[config.mk]
export PLATFORM = sky130hd
export DESIGN_NAME = dummy_accelerator_result_fifo
export DESIGN_NICKNAME = d
export VERILOG_FILES = /design/src/rtl/dummy_accelerator_pkg.sv /design/src/rtl/dummy_accelerator_result_fifo.sv
export SDC_FILE = /design/constraint.sdc
export NUM_CORES = 1
export LEC_CHECK = 0
export ABC_AREA = 1
export CELL_PAD_IN_SITES_DETAIL_PLACEMENT = 1
export CELL_PAD_IN_SITES_GLOBAL_PLACEMENT = 1
export CORE_MARGIN = 2
export CORE_UTILIZATION = 43
export CTS_BUF_LIST = sky130_fd_sc_hd__clkbuf_16
export CTS_CLUSTER_DIAMETER = 50
export DETAILED_ROUTE_END_ITERATION = 6
export PLACE_DENSITY = 0.91
export SLEW_MARGIN = 20
export SYNTH_ARGS = -nofsm -noshare
export SYNTH_HDL_FRONTEND = slang
export SYNTH_SLANG_ARGS = --single-unit
[constraint.sdc]
create_clock -name clk_i -period 2.1 [get_ports clk_i]
set_input_delay 0.525 -clock clk_i [delete_from_list [all_inputs] [get_ports clk_i]]
set_output_delay 0.525 -clock clk_i [all_outputs]
set_load 0.01 [all_outputs]
[src/rtl/dummy_accelerator_pkg.sv]
// Shared accelerator definitions: result FIFO defaults plus the configuration
// and tag types used between the accelerator and the core write-back path.
package dummy_accelerator_pkg;

  localparam int unsigned ResultWidth     = 32;
  localparam int unsigned ResultFifoDepth = 4;
  localparam int unsigned TagWidth        = 4;

  typedef logic [TagWidth-1:0] acc_tag_t;

  typedef enum logic [1:0] {
    ACC_OP_NOP  = 2'd0,
    ACC_OP_ADD  = 2'd1,
    ACC_OP_MUL  = 2'd2,
    ACC_OP_MAC  = 2'd3
  } acc_op_e;

  typedef struct packed {
    logic    enable;
    acc_op_e op;
  } acc_cfg_t;

endpackage

[src/rtl/dummy_accelerator_result_fifo.sv]
// Result FIFO between the accelerator and core write-back: registered output,
// no bypass, no push-through when full, synchronous flush.
module dummy_accelerator_result_fifo
  import dummy_accelerator_pkg::*;
#(
  parameter int unsigned WIDTH = ResultWidth,
  parameter int unsigned DEPTH = ResultFifoDepth,
  parameter type tag_type_t = logic
) (
  input  logic                       clk_i,
  input  logic                       rst_ni,
  input  logic                       flush_i,
  input  logic                       valid_i,
  output logic                       ready_o,
  input  logic [WIDTH-1:0]           result_i,
  input  tag_type_t                  tag_i,
  output logic                       valid_o,
  input  logic                       ready_i,
  output logic [WIDTH-1:0]           result_o,
  output tag_type_t                  tag_o,
  output logic [$clog2(DEPTH+1)-1:0] count_o
);

  localparam int unsigned PtrW = $clog2(DEPTH);
  localparam int unsigned CntW = $clog2(DEPTH + 1);

  logic [WIDTH-1:0] result_q [DEPTH];
  tag_type_t        tag_q    [DEPTH];
  logic [PtrW-1:0]  wr_ptr_q, wr_ptr_d;
  logic [PtrW-1:0]  rd_ptr_q, rd_ptr_d;
  logic [CntW-1:0]  count_q,  count_d;
  logic             push, pop;

  assign ready_o = (count_q != CntW'(DEPTH));
  assign valid_o = (count_q != '0);
  assign push    = valid_i && ready_o;
  assign pop     = valid_o && ready_i;

  assign result_o = result_q[rd_ptr_q];
  assign tag_o    = tag_q[rd_ptr_q];
  assign count_o  = count_q;

  // DEPTH is a power of two, so pointers wrap naturally on overflow.
  always_comb begin
    wr_ptr_d = wr_ptr_q;
    rd_ptr_d = rd_ptr_q;
    count_d  = count_q;
    if (flush_i) begin
      wr_ptr_d = '0;
      rd_ptr_d = '0;
      count_d  = '0;
    end else begin
      if (push) wr_ptr_d = wr_ptr_q + PtrW'(1);
      if (pop)  rd_ptr_d = rd_ptr_q + PtrW'(1);
      unique case ({push, pop})
        2'b10:   count_d = count_q + CntW'(1);
        2'b01:   count_d = count_q - CntW'(1);
        default: count_d = count_q;
      endcase
    end
  end

  always_ff @(posedge clk_i or negedge rst_ni) begin
    if (!rst_ni) begin
      wr_ptr_q <= '0;
      rd_ptr_q <= '0;
      count_q  <= '0;
    end else begin
      wr_ptr_q <= wr_ptr_d;
      rd_ptr_q <= rd_ptr_d;
      count_q  <= count_d;
    end
  end

  // NOTE: storage is reset on purpose so result_o/tag_o read 0 out of reset;
  // a flush only moves pointers and leaves the array contents alone.
  always_ff @(posedge clk_i or negedge rst_ni) begin
    if (!rst_ni) begin
      for (int i = 0; i < int'(DEPTH); i++) begin
        result_q[i] <= '0;
        tag_q[i]    <= '0;
      end
    end else if (push && !flush_i) begin
      result_q[wr_ptr_q] <= result_i;
      tag_q[wr_ptr_q]    <= tag_i;
    end
  end

endmodule

==> metrics.yaml <==
ctsLongestPathBuffers: 2
max_slew_margin_pct: 75.4
synth-warning-count: 0
main_combinational_cell_family_by_area_after_synthesis: "compound AO/OA/AOI/OAI gates"
synth_largest_type_area_fraction_pct: 54.0
grt_start_max_net_pins: 69
post_layout_instance_area_mm2: 0.00832
layout_commonest_cell: "sky130_fd_sc_hd__nand2_1"
dpl-instance-area_mm2: 0.00748
antenna_cells: 0
synth_area_mm2: 0.00644
synthesis.instances: 707
port-buffer-count: 75
run_status: "finished, violations left"
detail_route.wl_per_cell_um: 20.9
fin_worst_skew_ns: 0.00749
leakage_nw: 4.03
synth-seq-area-share_pct: 54.0
synth-compound-area-share_pct: 21.9
timing_worst_slew_pin_value_ns: 0.370
post_synth_main_area_contributors: "sky130_fd_sc_hd__dfrtp_1 (54%), sky130_fd_sc_hd__o21ai_0 (11%), sky130_fd_sc_hd__nand2_1 (8.7%)"
yosys.area_share.simple_pct: 14.7
maxClockFrequency_mhz: 446
grt_busiest_layer: "met2"
postLayoutSetupSlackWorst_ns: -0.141
place.gp.congestion: 0.818
grt_pass1_vias: 6289
syn-num-nets: 750
finalCoreUtilization_pct: 57.0
vdd_drop_max_mv: 0.737
post_drt_via_cell_ratio: 5.71
max_cap_violations: 0
cts_tree: "yes"
die-area_mm2: 0.0160
grt_util_met2_pct: 47.2
use_met3_pct: 4.51
num-fill-cells: 1618
critical_path.startpoint_type: "flop"
clock_latency_ns: 0.43
synth-adder-area-share_pct: 1.09
post-place-ws_ns: -0.175
multiplexer_share_of_the_synthesized_area_pct: 0
final_hold_viol_count: 0
drive_gt1_share_pct: 26.0
power_per_cell_area_mw_per_mm2: 1490
finish.net_count: 834
synth-seq-cells: 139
layout_common_cells: "sky130_fd_sc_hd__nand2_1 (149), sky130_fd_sc_hd__dfrtp_1 (136), sky130_fd_sc_hd__o21ai_0 (98)"
die_width_um: 126
floorplan.io_pins: 76
crit_arrival_ns: 1.72
criticalPathCategory: "flop to primary output"
total_power_mw: 12.4
syn_area_per_cell_um2: 9.11
maximum_fanout_along_the_worst_path: 8
ant_nets: 0
yosys.cell_types.count: 21
hold_path.class: "flop to flop"
clk_transition_reported_paths_ns: 0.06
fin_crit_ns: 2.24
drc: 0
clock-root-buffer: "sky130_fd_sc_hd__clkbuf_16"
grt_overflow_total: 0
finalHoldWorstSlack_ns: 0.491
setup_viol: 32
totalWireLength_um: 20600
layout-area-overhead-vs-synth_pct: 29.2
via_total_after_detailed_routing: 5636
placeableCoreArea_mm2: 0.0146
drt-pass1-iter-count: 4
numCtsBuffers: 17
dp.final_hpwl_um: 11800
first_iter_violations: 357
timing.critical_path.to_type: "primary output"
synth_area_leader_cell: "sky130_fd_sc_hd__dfrtp_1"
synth_xor_xnor_area_share_pct: 0.272
initial_core_util_pct: 44.1
grt_antenna_before_repair: 0
number_of_placement_rows: 44
slew_viol_final: 0
min_period_over_period_pct: 107
cp_data_required_time_ns: 1.57
failed_checks: "negative setup slack"
die_height_um: 126
unrepaired_setup_endpoints_after_global_routing: "yes"
grt_use_total_pct: 26.7
clock_tree.htree_level_count: 4
grt_pass1_wl_um: 33300
met1_usage_pct: 31.7
cts.sink_count: 139
## layer usage
layer  routed length (um)  share of wire [%]
met1                 8210                 40
met3                  817                4.0
met2                10900                 53
met5                    0                  0
met4                  675                3.3
## registers in the layout (all words and copies together) (netlist names)
| register | flops |
|---|---|
| count_o | 3 |
| rd_ptr_q | 2 |
| result_q | 128 |
| tag_q | 4 |
| wr_ptr_q | 2 |
## metrics by stage
stage / setup TNS, ns / instances
final: -2.16 / 987
after global routing: -3.60 / 987
after CTS: -2.40 / 987
after detailed placement: -1.44 / 949
after global placement: -0.244 / 949
after floorplan: 0 / 707
## critical path, stage by stage (launching register included)
cell	delay, ns
sky130_fd_sc_hd__dfrtp_2	0.48
sky130_fd_sc_hd__clkinv_4	0.12
sky130_fd_sc_hd__buf_12	0.13
sky130_fd_sc_hd__buf_16	0.14
sky130_fd_sc_hd__nor2_1	0.05
sky130_fd_sc_hd__o22ai_1	0.20
sky130_fd_sc_hd__buf_2	0.17
## cell type report
type / instances / area, um^2 / share of cell area, %
Tap cell: 184 / 230 / 2.77
Timing Repair Buffer: 115 / 1190 / 14.3
Sequential cell: 139 / 3480 / 41.9
Clock buffer: 17 / 425 / 5.11
Clock inverter: 14 / 116 / 1.40
Inverter: 43 / 166 / 2.00
Multi-Input combinational cell: 475 / 2710 / 32.6
## synth_stat cells
master,number
sky130_fd_sc_hd__nand2_1,149
sky130_fd_sc_hd__o21ai_0,144
sky130_fd_sc_hd__dfrtp_1,139
sky130_fd_sc_hd__nor2_1,68
sky130_fd_sc_hd__o21ai_2,50
sky130_fd_sc_hd__inv_1,43
sky130_fd_sc_hd__o22ai_1,33
sky130_fd_sc_hd__clkbuf_1,22
sky130_fd_sc_hd__buf_6,21
sky130_fd_sc_hd__buf_2,7
sky130_fd_sc_hd__nand2_4,6
sky130_fd_sc_hd__o21ai_1,6
sky130_fd_sc_hd__ha_1,4
sky130_fd_sc_hd__nand3_1,4
sky130_fd_sc_hd__a21oi_1,3
sky130_fd_sc_hd__nand4_1,3
sky130_fd_sc_hd__fa_1,1
sky130_fd_sc_hd__nor2_2,1
sky130_fd_sc_hd__nor2_8,1
sky130_fd_sc_hd__xnor2_1,1
sky130_fd_sc_hd__xor2_1,1
## kinds of logic (layout without fill, tap and decap cells)
kind of cell	count (synthesis)	in the layout
and+or+nand+nor	232	232
buffers and inverters	93	189
DFF	139	139
xor gates and xnor gates	2	2
AOI/OAI and AO/OA	236	236
adders and majority gates	5	5
## path summary, 6_finish.rpt
path                                end    startpoint  cells past startpoint  slack (ns)
max                        result_o[15]   rd_ptr_q[0]                      6       -0.14
min                        result_q[10]  result_q[10]                      2        0.49
max reg2reg                  count_o[2]    count_o[0]                     12        0.21
min reg2reg                result_q[10]  result_q[10]                      2        0.49
max in group asynchronous   rd_ptr_q[1]        rst_ni                      3        0.92
min in group asynchronous  result_q[92]        rst_ni                      2        0.52
## power by group
part | internal (mW) | switching [mW]
sequential | 3.84 | 0.893
clock | 1.70 | 1.14
combinational | 2.07 | 2.77
total | 7.60 | 4.80
## repair_timing
item,in CTS,in global routing
gates resized for setup,202,64
hold buffers,1,0
setup buffers,4,0
pin swaps,18,2
endpoints found under the setup margin,36,35
gates cloned,2,0
endpoints found under the hold margin,23,0
Note: power is estimated with default switching activity, not from simulation.
